===== src/rtl/sysarr_pkg.sv =====
// Shared types and constants for the systolic array edge logic (array size, element width, row payloads).
package sysarr_pkg;

  localparam int unsigned N     = 4;
  localparam int unsigned WIDTH = 16;
  localparam int unsigned IDX_W = (N > 1) ? $clog2(N) : 1;

  typedef logic [WIDTH-1:0] elem_t;
  typedef elem_t [N-1:0]    row_t;
  typedef logic [IDX_W-1:0] row_idx_t;

  typedef struct packed {
    row_t     row;
    row_idx_t idx;
    logic     last;
  } buf_entry_t;

  localparam row_idx_t LAST_IDX = row_idx_t'(N - 1);

  // Row index within a tile, wrapping after the last row.
  function automatic row_idx_t next_row_idx(input row_idx_t idx);
    return (idx == LAST_IDX) ? '0 : idx + row_idx_t'(1);
  endfunction

endpackage


===== src/rtl/sysarr_row_buf.sv =====
// Show-ahead circular buffer of aligned result rows with valid/ready read side and sticky drop flag.
module sysarr_row_buf
  import sysarr_pkg::*;
#(
  parameter int unsigned DEPTH = 4
) (
  input  logic       clk,
  input  logic       nRST,
  input  logic       clear,
  input  logic       wr_en,
  input  buf_entry_t wr_entry,
  input  logic       rd_ready,
  output logic       rd_valid,
  output buf_entry_t rd_entry,
  output logic       wr_accept_c,
  output logic       overflow
);

  localparam int unsigned PTR_W = $clog2(DEPTH);

  logic [PTR_W:0] wr_ptr_q, wr_ptr_d;
  logic [PTR_W:0] rd_ptr_q, rd_ptr_d;
  logic           overflow_q, overflow_d;
  buf_entry_t     mem_q [DEPTH];
  buf_entry_t     mem_d [DEPTH];

  logic empty_c, full_c, pop_c;

  assign empty_c     = (wr_ptr_q == rd_ptr_q);
  assign full_c      = (wr_ptr_q == {~rd_ptr_q[PTR_W], rd_ptr_q[PTR_W-1:0]});
  assign pop_c       = !clear && !empty_c && rd_ready;
  // A pop frees the head slot in the same cycle, so a full buffer can still take a row.
  assign wr_accept_c = !clear && wr_en && (!full_c || pop_c);

  always_comb begin
    mem_d      = mem_q;
    wr_ptr_d   = wr_ptr_q;
    rd_ptr_d   = rd_ptr_q;
    overflow_d = overflow_q;
    if (clear) begin
      wr_ptr_d   = '0;
      rd_ptr_d   = '0;
      overflow_d = 1'b0;
    end else begin
      if (pop_c) begin
        rd_ptr_d = rd_ptr_q + (PTR_W+1)'(1);
      end
      if (wr_accept_c) begin
        mem_d[wr_ptr_q[PTR_W-1:0]] = wr_entry;
        wr_ptr_d                   = wr_ptr_q + (PTR_W+1)'(1);
      end else if (wr_en) begin
        overflow_d = 1'b1;
      end
    end
  end

  always_ff @(posedge clk or negedge nRST) begin
    if (!nRST) begin
      wr_ptr_q   <= '0;
      rd_ptr_q   <= '0;
      overflow_q <= 1'b0;
      for (int i = 0; i < int'(DEPTH); i++) begin
        mem_q[i] <= '0;
      end
    end else begin
      wr_ptr_q   <= wr_ptr_d;
      rd_ptr_q   <= rd_ptr_d;
      overflow_q <= overflow_d;
      mem_q      <= mem_d;
    end
  end

  assign rd_valid = !empty_c;
  assign rd_entry = empty_c ? '0 : mem_q[rd_ptr_q[PTR_W-1:0]];
  assign overflow = overflow_q;

endmodule


===== src/rtl/sysarr_out_deskew.sv =====
// Drain-side collector: deskews per-column results into whole rows and buffers them for writeback.
// Optional misalignment detection is built when SYSARR_DESKEW_ERR_EN is defined.
module sysarr_out_deskew
  import sysarr_pkg::*;
#(
  parameter int unsigned DEPTH = 4
) (
  input  logic                 clk,
  input  logic                 nRST,
  input  logic [N-1:0]         in_valid,
  input  logic [N*WIDTH-1:0]   in_data,
  input  logic                 clear,
  output logic                 out_valid,
  input  logic                 out_ready,
  output logic [N*WIDTH-1:0]   out_data,
  output logic [IDX_W-1:0]     out_row_idx,
  output logic                 out_last,
  output logic                 overflow,
  output logic                 err
);

  logic [N-1:0] al_valid_c;
  row_t         al_row_c;

  // Column j is delayed N-1-j cycles so every column of a row lines up with the last column.
  for (genvar j = 0; j < int'(N); j++) begin : g_col
    localparam int unsigned STG = N - 1 - j;
    if (STG == 0) begin : g_pass
      assign al_valid_c[j] = in_valid[j];
      assign al_row_c[j]   = in_data[WIDTH*j +: WIDTH];
    end else begin : g_dly
      logic [STG-1:0] vld_q, vld_d;
      elem_t          dat_q [STG];
      elem_t          dat_d [STG];

      always_comb begin
        vld_d = vld_q;
        dat_d = dat_q;
        if (clear) begin
          vld_d = '0;
          for (int k = 0; k < int'(STG); k++) begin
            dat_d[k] = '0;
          end
        end else begin
          vld_d[0] = in_valid[j];
          dat_d[0] = in_data[WIDTH*j +: WIDTH];
          for (int k = 1; k < int'(STG); k++) begin
            vld_d[k] = vld_q[k-1];
            dat_d[k] = dat_q[k-1];
          end
        end
      end

      always_ff @(posedge clk or negedge nRST) begin
        if (!nRST) begin
          vld_q <= '0;
          for (int k = 0; k < int'(STG); k++) begin
            dat_q[k] <= '0;
          end
        end else begin
          vld_q <= vld_d;
          dat_q <= dat_d;
        end
      end

      assign al_valid_c[j] = vld_q[STG-1];
      assign al_row_c[j]   = dat_q[STG-1];
    end
  end

  logic       row_wr_c;
  logic       wr_accept_c;
  row_idx_t   row_cnt_q, row_cnt_d;
  buf_entry_t wr_entry_c;
  buf_entry_t rd_entry_c;

  assign row_wr_c   = &al_valid_c;
  assign wr_entry_c = '{row: al_row_c, idx: row_cnt_q, last: (row_cnt_q == LAST_IDX)};

  // Write-side row counter; dropped or partial rows leave it untouched.
  always_comb begin
    row_cnt_d = row_cnt_q;
    if (clear) begin
      row_cnt_d = '0;
    end else if (wr_accept_c) begin
      row_cnt_d = next_row_idx(row_cnt_q);
    end
  end

  always_ff @(posedge clk or negedge nRST) begin
    if (!nRST) begin
      row_cnt_q <= '0;
    end else begin
      row_cnt_q <= row_cnt_d;
    end
  end

  sysarr_row_buf #(
    .DEPTH (DEPTH)
  ) u_row_buf (
    .clk         (clk),
    .nRST        (nRST),
    .clear       (clear),
    .wr_en       (row_wr_c),
    .wr_entry    (wr_entry_c),
    .rd_ready    (out_ready),
    .rd_valid    (out_valid),
    .rd_entry    (rd_entry_c),
    .wr_accept_c (wr_accept_c),
    .overflow    (overflow)
  );

  assign out_data    = rd_entry_c.row;
  assign out_row_idx = rd_entry_c.idx;
  assign out_last    = rd_entry_c.last;

`ifdef SYSARR_DESKEW_ERR_EN
  logic partial_c;
  logic err_q, err_d;

  assign partial_c = (|al_valid_c) && !row_wr_c;

  always_comb begin
    err_d = err_q;
    if (clear) begin
      err_d = 1'b0;
    end else if (partial_c) begin
      err_d = 1'b1;
    end
  end

  always_ff @(posedge clk or negedge nRST) begin
    if (!nRST) begin
      err_q <= 1'b0;
    end else begin
      err_q <= err_d;
    end
  end

  assign err = err_q;
`else
  assign err = 1'b0;
`endif

endmodule


===== config.mk =====
export PLATFORM = sky130hd
export DESIGN_NAME = sysarr_out_deskew
export DESIGN_NICKNAME = d
export VERILOG_FILES = /design/src/rtl/sysarr_pkg.sv /design/src/rtl/sysarr_row_buf.sv /design/src/rtl/sysarr_out_deskew.sv
export SDC_FILE = /design/constraint.sdc
export NUM_CORES = 1
export LEC_CHECK = 0
export ABC_AREA = 1
export BUFFER_PORTS_ARGS = -buffer_cell sky130_fd_sc_hd__buf_2
export CAP_MARGIN = 25
export CORE_MARGIN = 4
export CORE_UTILIZATION = 40
export CTS_CLUSTER_SIZE = 25
export DETAILED_ROUTE_END_ITERATION = 10
export PLACE_DENSITY = 0.6
export SYNTH_ARGS = -nofsm -noshare
export SYNTH_HDL_FRONTEND = slang
export SYNTH_SLANG_ARGS = --single-unit

===== constraint.sdc =====
create_clock -name clk -period 2.4 [get_ports clk]
set_input_delay 0.48 -clock clk [delete_from_list [all_inputs] [get_ports clk]]
set_output_delay 0.48 -clock clk [all_outputs]
set_load 0.01 [all_outputs]

======== After elaboration in Yosys (flattened, before gate mapping) ========
Index checks and enable logic that the tools add are counted.
storage, ports and cells
  flip-flop bits (word level) ............. 379
  bits in latches ......................... 0
  memory bits (writable) .................. 0
  ROM bits ................................ 0
  input port bits ......................... 72
  output and inout port bits .............. 70
  memories kept ........................... 0
operators by class
  add/subtract/negate cells ............... 3
  multipliers ............................. 0
  div/mod/pow operators ................... 0
  magnitude comparators ................... 3
  eq/ne operators ......................... 4
  shift-type cells ........................ 0
  mux-type cells .......................... 23
  bitwise gates (word level) .............. 4
  reductions and logical operators ........ 15
operator list
  kind                   number
  $bwmux W268            1
  $mux W67               4
  $bmux W67 S2           1
  $demux W67 S2          1
  $mux W48               1
  $mux W32               1
  $mux W16               1
  $mux W3                5
  $mux W2                4
  $add A3 B1 Y3 const B  2
  $eq A3 B3 Y1           2
  $ge A3 B3 Y1 const B   2
  $not A2 Y3             2
  $reduce_bool A2 Y1     3
  $logic_and A1 B1 Y1    5
  $mux W1                4
  $reduce_and A2 Y1      2
  $reduce_and A4 Y1      1
  $logic_not A1 Y1       3
  $lt A3 B1 Y1 const B   1
  $add A2 B1 Y2 const B  1
  $eq A2 B2 Y1 const B   1
  $ne A2 B2 Y1 const B   1
  $not A1 Y1             2
  $logic_or A1 B1 Y1     1

======== Depth between registers and ports, before layout ========
Gate-level depths: netlist (run 1).
  word-level depth ........................ 8
  mapped depth ............................ 10
  gate-level depth less buffers ........... 8

======== Hierarchy ========
From an unflattened synthesis (run 1), not the netlist that was laid out.
second synthesis, totals
  cells, all modules ...................... 2112
  area total of the unflattened synthesis .. 17357.9 um2
by module, submodules not included
  module             instances  cells each  area an instance (um2)  sequential area each (um2)
  sysarr_row_buf     1          1777        13815.8                 6881.6
  sysarr_out_deskew  1          335         3542.1                  2602.5

======== Worst setup path after synthesis (run 1) ========
No wires, ideal clock.
  path type ............................... register to output
  start ................................... register u_row_buf.rd_ptr_q[0]
  end ..................................... output port out_data[10]
  arrival ................................. 1.341 ns
  required time ........................... 1.920 ns
  setup slack ............................. 0.579 ns
  stages on the path, launching flop included .. 9
  buffers on the path ..................... 2
  cells stage by stage .................... dfrtp_1 buf_2 nand2_1 nand2_1 nor2_4 nand2_1 clkbuf_1 nand2_1 inv_1
on the way
  word-level cells in the longest chain between the ends .. 5
  elaborated cells on any way between the ends .. 6
  those cells by class .................... eq/ne (1); mux (4); bitwise (1)
RTL lines
  item                                         line                     text
  start, declared                              sysarr_row_buf.sv:22     logic [PTR_W:0] rd_ptr_q, rd_ptr_d;
  start signal, assigned                       sysarr_row_buf.sv:67     rd_ptr_q <= rd_ptr_d;
  $not A2 Y3 (implied by the code)             sysarr_row_buf.sv:74     assign rd_entry = empty_c ? '0 : mem_q[rd_ptr_q[PTR_W-1:0]];
  $bmux W67 S2                                 sysarr_row_buf.sv:74
  $mux W67 (implied by the code) (2 in a row)  sysarr_row_buf.sv:74
  $mux W67 (*)                                 sysarr_row_buf.sv:74
  end, declared                                sysarr_out_deskew.sv:15  output logic [N*WIDTH-1:0] out_data,
Every way passes the cells marked *; elsewhere a longest branch is shown, timed or not. The select of a mux whose other input is x is not followed.

======== Final worst setup path (run 1) ========
  start ................................... register u_row_buf.rd_ptr_q[0]
  end ..................................... output port out_row_idx[1]
on the way
  word-level cells in the longest chain between the ends .. 5
  elaborated cells on any way between the ends .. 6
  those cells by class .................... eq/ne (1); mux (4); bitwise (1)
RTL lines
  item                                         line                     text
  $not A2 Y3 (implied by the code)             sysarr_row_buf.sv:74
  $bmux W67 S2                                 sysarr_row_buf.sv:74
  $mux W67 (implied by the code) (2 in a row)  sysarr_row_buf.sv:74
  $mux W67 (*)                                 sysarr_row_buf.sv:74
  end, declared                                sysarr_out_deskew.sv:16  output logic [IDX_W-1:0] out_row_idx,
Marked as above.

==> results of run 1 <==
## worst register-to-register path, stage by stage (launching register included)
cell	delay, ns
dfrtp_1	0.41
inv_1	0.06
nand2_1	0.05
nand2_1	0.14
nor2_1	0.38
nand2_8	0.22
nand3_4	0.12
buf_4	0.44
nand2_1	0.15
nand2_1	0.09
## metrics by stage
step / total power [mW] / setup WS, ns / TNS [ns]
after floorplan: 6.746 / 0.5793 / 0
after global placement: 7.024 / 0.2343 / 0
after detailed placement: 7.029 / 0.2255 / 0
after CTS: 13.42 / -0.2002 / -11.24
after global routing: 13.75 / -0.3263 / -16.74
final: 13.30 / -0.2093 / -11.19
## registers in the layout, summed over array words and instances, names as in the netlist
name / cells
u_row_buf.mem_q: 268
g_col.g_dly.dat_q: 64
al_row_c: 32
g_col.g_dly.vld_q: 6
u_row_buf.rd_ptr_q: 3
u_row_buf.wr_ptr_q: 3
row_cnt_q: 2
u_row_buf.overflow: 1
## report_power, final
group | internal (mW) | switching [mW] | leakage, nW
sequential | 6.48 | 0.0567 | 5.21
combinational | 0.115 | 0.268 | 6.10
clock | 3.75 | 2.63 | 0.670
total | 10.3 | 2.95 | 12.0
## routing by layer
| layer | part of all wire [%] | GRT usage, % | wire length (µm) | vias to the layer above |
|---|---|---|---|---|
| met2 | 47 | 34.26 | 24590 | 570 |
| met1 | 45 | 30.19 | 23490 | 7524 |
| met4 | 1.9 | 6.017 | 982 | 0 |
| li1 | - | - | - | 7071 |
| met3 | 6.5 | 2.748 | 3422 | 82 |
| met5 | 0 | 0 | 0 | - |
## final timing paths
path | slack [ns] | cells after the start | endpoint
worst max-delay path | -0.21 | 10 | out_row_idx[1]
worst min-delay path | 0.11 | 3 | g_col[2].g_dly.dat_q[5]$_DFF_PN0_
worst max register to register | 0.27 | 9 | u_row_buf.mem_q[195]$_DFFE_PN0P_
worst min register to register | 0.45 | 2 | g_col[0].g_dly.dat_q[26]$_DFF_PN0_
max in group asynchronous | 1.11 | 3 | al_row_c[6]$_DFF_PN0_
min in group asynchronous | 0.45 | 2 | u_row_buf.mem_q[65]$_DFFE_PN0P_
## cell usage after synthesis, types with 2 or more instances
cell type	n	share of area, %
nand2_1	625	14
dfrtp_1	379	55
nand4_1	271	9.8
nor2_1	238	5.2
inv_1	175	3.8
o21ai_0	127	3.7
clkbuf_1	79	1.7
o22ai_1	67	2.4
buf_2	53	1.5
buf_1	27	0.58
buf_6	16	1.0
nand3_1	15	0.43
buf_4	9	0.39
o21ai_1	7	0.20
ha_1	6	0.43
nand3_2	4	0.23
inv_2	2	0.043
nor2_4	2	0.13
xor2_1	2	0.10
## cell families (layout without fill, tap and decap cells)
group	count (synthesis)	after routing	synth area share (%)
xor+xnor	2	2	0.1011
simple gates	1157	1157	29.36
other cells	1	1	0.02163
fa+ha+maj	6	6	0.4330
flops	379	379	54.71
buf+inv	361	484	9.087
compound gates	201	201	6.287
## layout make-up
type | count | area (µm²)
clock inverters | 10 | 92.59
clock buffers | 65 | 1270
flip-flops and latches | 379 | 9492
multi-input cells | 1367 | 6709
inverters | 177 | 679.4
fillers | 4168 | 21740
repair buffers | 232 | 2265
well taps | 585 | 732.0
## timing repair
item                                    4_1_cts  5_1_grt
hold endpoints to repair                     45        0
pin swaps                                     5       24
endpoints found under the setup margin       68       68
buffers inserted                             13        9
resized for setup                            27      157
cloned                                        3       13
hold buffers                                  1        0
==> metrics.yaml, run 1 <==
crit_required_ns: 1.92
start_util_pct: 40.33
nets: 2278
htree_num_levels: 2
whs_ns: 0.1148
wl_per_cell_um: 18.65
final_util_pct: 49.41
final_area_um2: 21240
outcome: "finished with violations"
min_from: "in_data[37]"
core_um2: 42980
worst_slack_ns: -0.2093
layout_commonest_cell: "nand2_1"
die_width_um: 216.2
drc: 0
insertedDiodeCount: 0
startpoint_type: "flip-flop"
critPathBufInv: 5
syn2layout_area_growth_pct: 22.52
yosysWarningCount: 0
hold_viol_final: 0
maxCapViolations: 0
syn-num-nets: 2185
worstHoldPathType: "input pin to flip-flop"
crit_family: "buffers and inverters"
cts_inserted_buffers: 43
crit_slowest_cell: "dfrtp_4"
ir_drop_mv: 0.5000
worstMarginPinSlew_ns: 0.6452
clock_latency_ns: 0.56
crit_type: "flip-flop to output pin"
place_area_um2: 18680
fin_crit_ns: 2.609
ys_seq_elements: 379
num_rows: 76
cts_root_buffer: "clkbuf_16"
final_cell_mix: "nand2_1, dfrtp_1, nand4_1"
synth-async-reset-ratio_pct: 100.0
slew_headroom_pct: 56.99
die_y_um: 216.2
synth_cells: 2107
grt_antenna_before_repair: 0
max_freq_mhz: 383.2
crit_path_cell_trace: "clkinv_8, nand2_4, nand2_4, nor2_4, nand2_8, buf_12, buf_12, nand2_1, inv_1, buf_2"
grt_max_degree: 74
synthesis.area_um2: 17340
cts_sinks: 379
first_global_vias: 14918
grt_pass1_wl_mm: 81.29
vias: 15247
crit_start: "u_row_buf.rd_ptr_q[0]$_DFFE_PN0P_"
grt.total_usage_pct: 21.18
arrival_ns: 2.13
overflow: 0
synth_flop_cell: "dfrtp_1"
clockBufferDepth: 3
rsz0062_at_grt: "yes"
drtIter0Drc: 1589
via_per_inst: 5.416
synth_area_per_cell_um2: 8.228
pin_count: 142
routed_wl_mm: 52.49
violations: "negative setup slack"
setup_violations: 68
critPathCaptureType: "output pin"
drtPass1Iterations: 5
fin_crit_sh_pct: 108.7
clkTransAtPathRegs_ns: 0.06
dpl.cell_count: 2701
yosysUniqueCellTypes: 22
leakage_nw: 11.98
synth-edff-count: 0
critPathMaxFanout: 8
r2r_start: "u_row_buf.rd_ptr_q[2]$_DFFE_PN0P_"
synth_seq_area_share_pct: 54.71
final_antenna_net_count: 0
cts_tree: "yes"
gp_congestion: 0.7791
instances_no_fill: 2815
critPathMaxStageDelay_ns: 0.53
report.final.slew_viol_count: 0
port_buffers: 140
drive_gt1_share_pct: 17.85
die_area_um2: 46730
fin_skew_ns: 0.01539
dp_hpwl_mm: 27.16
p_per_area_nw_per_um2: 626.1
Power figures use the tool's default switching activity.
==> run 2, diff against run 1 <==
--- a/config.mk
+++ b/config.mk
@@ -5,11 +5,11 @@
 export SDC_FILE = /design/constraint.sdc
 export NUM_CORES = 1
 export LEC_CHECK = 0
-export ABC_AREA = 1
 export BUFFER_PORTS_ARGS = -buffer_cell sky130_fd_sc_hd__buf_2
 export CAP_MARGIN = 25
 export CORE_MARGIN = 4
 export CORE_UTILIZATION = 40
+export CTS_CLUSTER_DIAMETER = 30
 export CTS_CLUSTER_SIZE = 25
 export DETAILED_ROUTE_END_ITERATION = 10
 export PLACE_DENSITY = 0.6
==> run 2 against run 1 <==
Compared with the run above:
- combinational power down 8.4%
- final area up 2.9%
- the flow still finishes with violations (negative setup slack)
- fmax down 4.5%
- sequential share of layout area down 1.2 points
- power up 49%
- clock skew up 0.0019 ns
- die area down 7.5%
- critical path depth down 4
- core utilization up 6.5 points
- via count down 41%
- highest routed layer unchanged
- clock power up 100%
==> metrics.yaml, run 2 <==
synth-async-reset-ratio_pct: 100.0  # unchanged
crit_required_ns: 1.92  # about the same
synthesis.area_um2: 15990  # -7.8%
hold_viol_final: 0  # unchanged
ys_seq_elements: 379  # unchanged
drtIter0Drc: 398  # -75%
use_met3_pct: 4.474  # +1.7 points
critPathBufInv: 4  # -1
worstHoldPathType: "input pin to flip-flop"
port_buffers: 140  # unchanged
slew_headroom_pct: 63.95  # +7.0 points
first_global_vias: 9705  # -35%
grt_antenna_before_repair: 1  # +1
syn2layout_area_growth_pct: 36.68
gp_congestion: 0.6960  # -11%
dp_hpwl_mm: 18.66  # -31%
synth_top_area_share_pct: 59.33  # +4.6 points
worstMarginPinSlew_ns: 0.5408  # -0.1043 ns
grt_max_degree: 113  # +53%
worst_slack_ns: -0.3322  # -0.1229 ns
drive_gt1_share_pct: 48.84  # +31 points
cts_root_buffer: "clkbuf_16"
start_util_pct: 40.89  # +0.55 points
regMostFlops: "u_row_buf.mem_q"
grt.busiest_layer: "met2"
p_per_area_nw_per_um2: 906.5  # +45%
synth_area_per_cell_um2: 16.10  # +96%
drtPass1Iterations: 4  # -1
yosysWarningCount: 0  # unchanged
ys_top_cells_by_count: "dfrtp_1, nor2b_1, mux2_2, mux2_1, mux4_2"
grt_pass1_wl_mm: 56.91  # -30%
fin_crit_ns: 2.732  # +0.1229 ns
routed_wl_mm: 37.04  # -29%
cts_inserted_buffers: 90  # +110%
final_cell_mix: "dfrtp_1, mux2_2, nor2b_1"
setup_violations: 68  # unchanged
overflow: 0  # unchanged
critPathMaxFanout: 7  # -1
crit_slowest_cell: "dfrtp_4"
yosysUniqueCellTypes: 29  # +32%
synth-edff-count: 0  # unchanged
ir_drop_mv: 0.5099  # +2.0%
synth.top_cells.by_area: "dfrtp_1, mux2_2, mux4_2"
gr-usage-met1_pct: 22.35  # -7.8 points
die_area_um2: 43230  # -7.5%
rsz0062_at_grt: "yes"
num_rows: 72  # -5.3%
maxCapViolations: 0  # unchanged
final_antenna_net_count: 0  # unchanged
yosys.cell_count.top_type: "dfrtp_1"
syn-num-nets: 1071  # -51%
crit_type: "flip-flop to output pin"
cpMostUsedCell: "buf_12"
synth_seq_area_share_pct: 59.33  # +4.6 points
via_per_inst: 4.985  # -8.0%
critPathMaxStageDelay_ns: 0.50  # -0.03 ns
largest_reg_flops: 268  # unchanged
die_y_um: 207.9  # -3.8%
arrival_ns: 2.25  # +0.12 ns
layout_commonest_cell: "dfrtp_1"
crit_family: "buffers and inverters"
synth_top_area_cell: "dfrtp_1"
fin_setup_tns_ns: -18.61  # -7.418 ns
clock_latency_ns: 0.58  # +0.02 ns
grt.total_usage_pct: 16.66  # -4.5 points
drc: 0  # unchanged
n_fill_cell: 3108  # -25%
outcome: "finished with violations"
die_width_um: 207.9  # -3.8%
pin_count: 142  # unchanged
cts_tree: "yes"
clkTransAtPathRegs_ns: 0.05  # about the same
report.final.slew_viol_count: 0  # unchanged
fin_skew_ns: 0.01729  # +0.001898 ns
startpoint_type: "flip-flop"
clockBufferDepth: 3  # unchanged
max_freq_mhz: 366.0  # -4.5%
synth_cells: 993  # -53%
violations: "negative setup slack"
leakage_nw: 10.58  # -12%
place_ws_ns: 0.06834  # -0.1572 ns
wl_per_cell_um: 20.49  # +9.9%
core_um2: 39100  # -9.0%
htree_num_levels: 3  # +1
grt_use_met2_pct: 26.92  # -7.3 points
cts_sinks: 379  # unchanged
vias: 9013  # -41%
critPathCaptureType: "output pin"
synth_flop_cell: "dfrtp_1"
fin_crit_sh_pct: 113.8  # +5.1 points
nets: 1296  # -43%
crit_path_cell_trace: "buf_12, buf_12, buf_16, mux4_2, nor2b_1, buf_2"
insertedDiodeCount: 0  # unchanged
-- run 2: cell count changes after synthesis, moves of 53 or more --
cell      change
o22ai_1      -67
nand4_1     -270
mux2_1      +109
o21ai_0     -127
mux2_2      +161
clkbuf_1     -53
inv_1       -172
mux4_2       +67
nand2_1     -624
nor2b_1     +171
nor2_1      -232
-- run 2: cells by family (layout without fill, tap and decap cells) --
logic type | count (synthesis) | count (layout) | share of synthesized area (%)
other cells | 1 | 1 | 0.02346
flops | 379 | 379 | 59.33
fa+ha+maj | 6 | 6 | 0.4696
mux | 340 | 340 | 28.65
xor+xnor | 6 | 6 | 0.3287
buf+inv | 68 | 365 | 3.428
simple gates | 188 | 188 | 7.530
compound gates | 5 | 5 | 0.2426
-- run 2: through the flow --
stage          hold WS, ns  total power, mW  instances  utilization (%)  cell area [µm²]
3_3_place_gp        0.4414            6.978       1617            44.26            17310
6_report            0.1053            19.81       1808            55.88            21850
5_1_grt            0.08404            20.46       1808            55.88            21850
4_1_cts            0.07389            20.05       1803            54.89            21460
2_1_floorplan       0.1844            6.713        993                -            15990
3_5_place_dp        0.4475            6.983       1617            44.26            17310
-- run 2: path summary, 6_finish.rpt --
kind | startpoint | endpoint | slack, ns | depth (start not counted)
worst min-delay path | in_data[7] | g_col[0].g_dly.dat_q[39]$_DFF_PN0_ | 0.11 | 2
max in group asynchronous | nRST | u_row_buf.mem_q[59]$_DFFE_PN0P_ | 1.21 | 3
worst max-delay path | u_row_buf.rd_ptr_q[0]$_DFFE_PN0P_ | out_data[0] | -0.33 | 6
worst min register to register | g_col[0].g_dly.dat_q[16]$_DFF_PN0_ | al_row_c[0]$_DFF_PN0_ | 0.45 | 1
min in group asynchronous | nRST | u_row_buf.mem_q[257]$_DFFE_PN0P_ | 0.45 | 2
worst max register to register | u_row_buf.rd_ptr_q[1]$_DFFE_PN0P_ | u_row_buf.mem_q[66]$_DFFE_PN0P_ | 0.06 | 6
-- run 2: timing repair --
action,CTS,global route
hold buffers,1,0
endpoints found under the hold margin,49,0
pin swaps,1,4
setup buffers,9,0
gates cloned,12,6
endpoints found under the setup margin,68,100
resized for setup,104,50
-- run 2: power by group --
group	internal (mW)	total [mW]	leakage (nW)	switching, mW
sequential	6.49	6.54	5.21	0.0432
clock	9.34	12.9	1.60	3.58
combinational	0.134	0.351	3.76	0.217
-- run 2: area by class of cell --
cell class,instances,area [µm²],share of cell area (%)
Clock buffer,126,2660,12.17
Clock inverter,38,626.9,2.869
Inverter,3,13.76,0.06299
Multi-Input combinational cell,546,6285,28.77
Sequential cell,379,9492,43.44
Tap cell,518,648.1,2.966
Timing Repair Buffer,198,2123,9.718
-- run 2: per-layer routing --
layer | vias up | share of wire, %
met5 | - | 0
met4 | 0 | 1.9
met3 | 66 | 4.3
met2 | 201 | 49
met1 | 4757 | 45
li1 | 3989 | -
-- run 2: worst reg2reg max path, delay by kind of cell, from the launching register on --
kind	cells	cell delay [ns]
multiplexers	1	0.42
flip-flops	1	0.50
AND/OR/NAND/NOR	2	0.66
XOR/XNOR	1	0.22
buffers and inverters	2	0.43
==> run 3, diff against run 2 <==
--- a/config.mk
+++ b/config.mk
@@ -5,6 +5,7 @@
 export SDC_FILE = /design/constraint.sdc
 export NUM_CORES = 1
 export LEC_CHECK = 0
+export ABC_AREA = 1
 export BUFFER_PORTS_ARGS = -buffer_cell sky130_fd_sc_hd__buf_2
 export CAP_MARGIN = 25
 export CORE_MARGIN = 4
==> constraint.sdc (replaced) <==
create_clock -name clk -period 2.4 [get_ports clk]
set_input_delay 0.24 -clock clk [delete_from_list [all_inputs] [get_ports clk]]
set_output_delay 0.24 -clock clk [all_outputs]
set_load 0.01 [all_outputs]
==> run 3 against run 2 <==
Compared with the run above:
- the run still ends with negative setup slack left
- power down 4.0%
- final area up 5.3%
- first-iteration DRC count rose to 4.5 times the previous value
- sequential share of layout area down 2.2 points
- clock skew up 0.0015 ns
- cell count up 62%
- sequential cell count unchanged
- setup slack better by 0.33 ns
- critical path depth up 4
==> metrics.yaml, run 3 (synthesized netlist as in run 1, its figures left out) <==
outcome: "finished with violations"
violations: "negative setup slack"
drtPass1Iterations: 6  # +2
clockBufferDepth: 3  # unchanged
final_area_um2: 23010  # +5.3%
crit_start: "u_row_buf.rd_ptr_q[1]$_DFFE_PN0P_"
worstHoldPathType: "input pin to flip-flop"
combPwrFrac_pct: 2.5  # +0.7 points
setup_violations: 1  # -99%
route.met3.wl_mm: 4.149  # +160%
cts_tree: "yes"
cp.depth: 10  # +4
fin_crit_ns: 2.401  # -0.3315 ns
crit_slowest_cell: "dfrtp_2"
die_y_um: 216.2  # +4.0%
p_int_mw: 15.11  # -5.3%
critPathMaxStageDelay_ns: 0.48  # -0.02 ns
crit_path_cell_trace: "inv_4, nand2_2, nand2_2, nor2_4, nand2_8, buf_12, clkbuf_16, nand2_4, inv_1, buf_2"
grt.total_usage_pct: 22.30  # +5.6 points
worstMarginPinSlew_ns: 0.6716  # +0.1308 ns
first_global_vias: 15687  # +62%
finalPower_mw: 19.02  # -4.0%
syn2layout_area_growth_pct: 32.72
rr_endpoint: "row_cnt_q[0]$_DFFE_PN0P_"
maxCapViolations: 0  # unchanged
final_cell_mix: "nand2_1, dfrtp_1, nand4_1"
vias: 15825  # +76%
min_path_cells: 4  # +2
gp_congestion: 0.7707  # +11%
critPathMaxFanout: 6  # -1
die_width_um: 216.2  # +4.0%
wl_per_cell_um: 18.66  # -8.9%
start_util_pct: 40.33  # -0.55 points
layout_commonest_cell: "nand2_1"
dp_hpwl_mm: 26.28  # +41%
top_layer_used: "met4"
core_um2: 42980  # +9.9%
port_buffers: 140  # unchanged
r2r_start: "u_row_buf.wr_ptr_q[2]$_DFFE_PN0P_"
p_sw_mw: 3.906  # +1.7%
seqPwrFrac_pct: 34.5  # +1.5 points
crit_family: "buffers and inverters"
via_per_inst: 5.392  # +8.2%
switching_share_pct: 20.54  # +1.2 points
grt_pass1_wl_mm: 84.87  # +49%
cts_inserted_buffers: 84  # -6.7%
fin_setup_tns_ns: -0.0007341  # +18.61 ns
endpoint: "out_data[17]"
routed_wl_mm: 54.77  # +48%
slew_headroom_pct: 55.22  # -8.7 points
nets: 2367  # +83%
cts_sinks: 379  # unchanged
clkTransAtPathRegs_ns: 0.04  # about the same
grt_antenna_before_repair: 0  # -1
num_rows: 76  # +5.6%
drtIter0Drc: 1781  # +350%
hold_viol_final: 0  # unchanged
critPathBufInv: 5  # +1
drive_gt1_share_pct: 17.02  # -32 points
startpoint_type: "flip-flop"
route.met2.wl_mm: 25.40  # +40%
crit_required_ns: 2.16  # +0.24 ns
pin_count: 142  # unchanged
die_area_um2: 46730  # +8.1%
cts_root_buffer: "clkbuf_16"
ir_drop_mv: 0.6146  # +21%
min_from: "clear"
p_per_area_nw_per_um2: 826.7  # -8.8%
clock_latency_ns: 0.59  # about the same
fin_crit_sh_pct: 100.0  # -14 points
htree_num_levels: 3  # unchanged
rsz0062_at_grt: "yes"
grt_max_degree: 130  # +15%
report.final.slew_viol_count: 0  # unchanged
instances_no_fill: 2935  # +62%
r2r_cells: 9  # +3
final_antenna_net_count: 0  # unchanged
fin_skew_ns: 0.01874  # +0.001452 ns
insertedDiodeCount: 0  # unchanged
arrival_ns: 2.16  # -0.09 ns
critPathCaptureType: "output pin"
dpl.cell_count: 2695  # +67%
worst_slack_ns: -0.0007341  # +0.3315 ns
crit_type: "flip-flop to output pin"
max_freq_mhz: 416.5  # +14%
wl_met1_mm: 23.59  # +42%
cpMostUsedCell: "nand2_2"
overflow: 0  # unchanged
reg2reg_slack_ns: 0.29  # +0.23 ns
regMostFlops: "u_row_buf.mem_q"
clockPowerShare_pct: 63.1  # -2.1 points
leakage_nw: 12.66  # +20%
place_area_um2: 18610  # +7.6%
largest_reg_flops: 268  # unchanged
drc: 0  # unchanged
## run 3: changes by cell type in the layout (fill, tap and decap cells not counted), moves of 67 or more
cell,change
nand2_1,+599
nand4_1,+270
nor2_1,+232
inv_1,+169
mux2_2,-161
nor2b_1,-130
o21ai_0,+124
mux2_1,-109
dlygate4sd3_1,+67
mux4_2,-67
## run 3: cell type report
type	count	area, µm²
multi-input cells	1367	6519
fillers	3966	19970
clock buffers	103	2255
repair buffers	280	2640
flip-flops and latches	379	9490
well taps	585	732.0
clock inverters	44	691.9
inverters	177	679.4
## run 3: how the worst min path moves through the flow
stage,slack [ns],endpoint
3_3_place_gp,0.25,u_row_buf.mem_q[266]$_DFFE_PN0P_
4_1_cts,0.02,u_row_buf.rd_ptr_q[0]$_DFFE_PN0P_
5_1_grt,0.07,u_row_buf.rd_ptr_q[0]$_DFFE_PN0P_
2_1_floorplan,-0.06,al_row_c[0]$_DFF_PN0_
6_report,0.06,u_row_buf.rd_ptr_q[1]$_DFFE_PN0P_
3_5_place_dp,0.26,u_row_buf.mem_q[199]$_DFFE_PN0P_
## run 3: timing repair
action	CTS	global route
pin swaps	3	8
setup buffers	3	7
hold buffers	68	0
endpoints found under the setup margin	68	67
endpoints found under the hold margin	172	0
cloned	4	11
resized for setup	26	59
## run 3: through the flow
stage          utilization, %  setup slack, ns  hold slack (ns)
2_1_floorplan               -           0.7547         -0.05559
3_3_place_gp            43.31           0.3898           0.2547
3_5_place_dp            43.31           0.3675           0.2561
4_1_cts                 52.28        -0.003022          0.02121
5_1_grt                 53.53         -0.07088          0.06505
6_report                53.53       -0.0007341          0.05733
## run 3: per-layer routing
metal,vias to the layer above,global-route usage (%)
li1,7285,-
met1,7812,30.99
met2,610,35.14
met3,118,4.192
met4,0,8.065
met5,-,0
## run 3: power by group through the flow
stage,clock [mW],combinational (mW),sequential [mW]
after CTS,12.2,0.478,6.55
after detailed placement,0,0.389,6.65
final,12.0,0.472,6.55
after global routing,12.6,0.539,6.56
after floorplan,0,0.116,6.63
after global placement,0,0.384,6.65
## run 3: worst min-delay path, cell delays in order
cell and delay [ns]:
buf_4 0.12, nor2_2 0.09, nand3_1 0.09, nand2_1 0.05
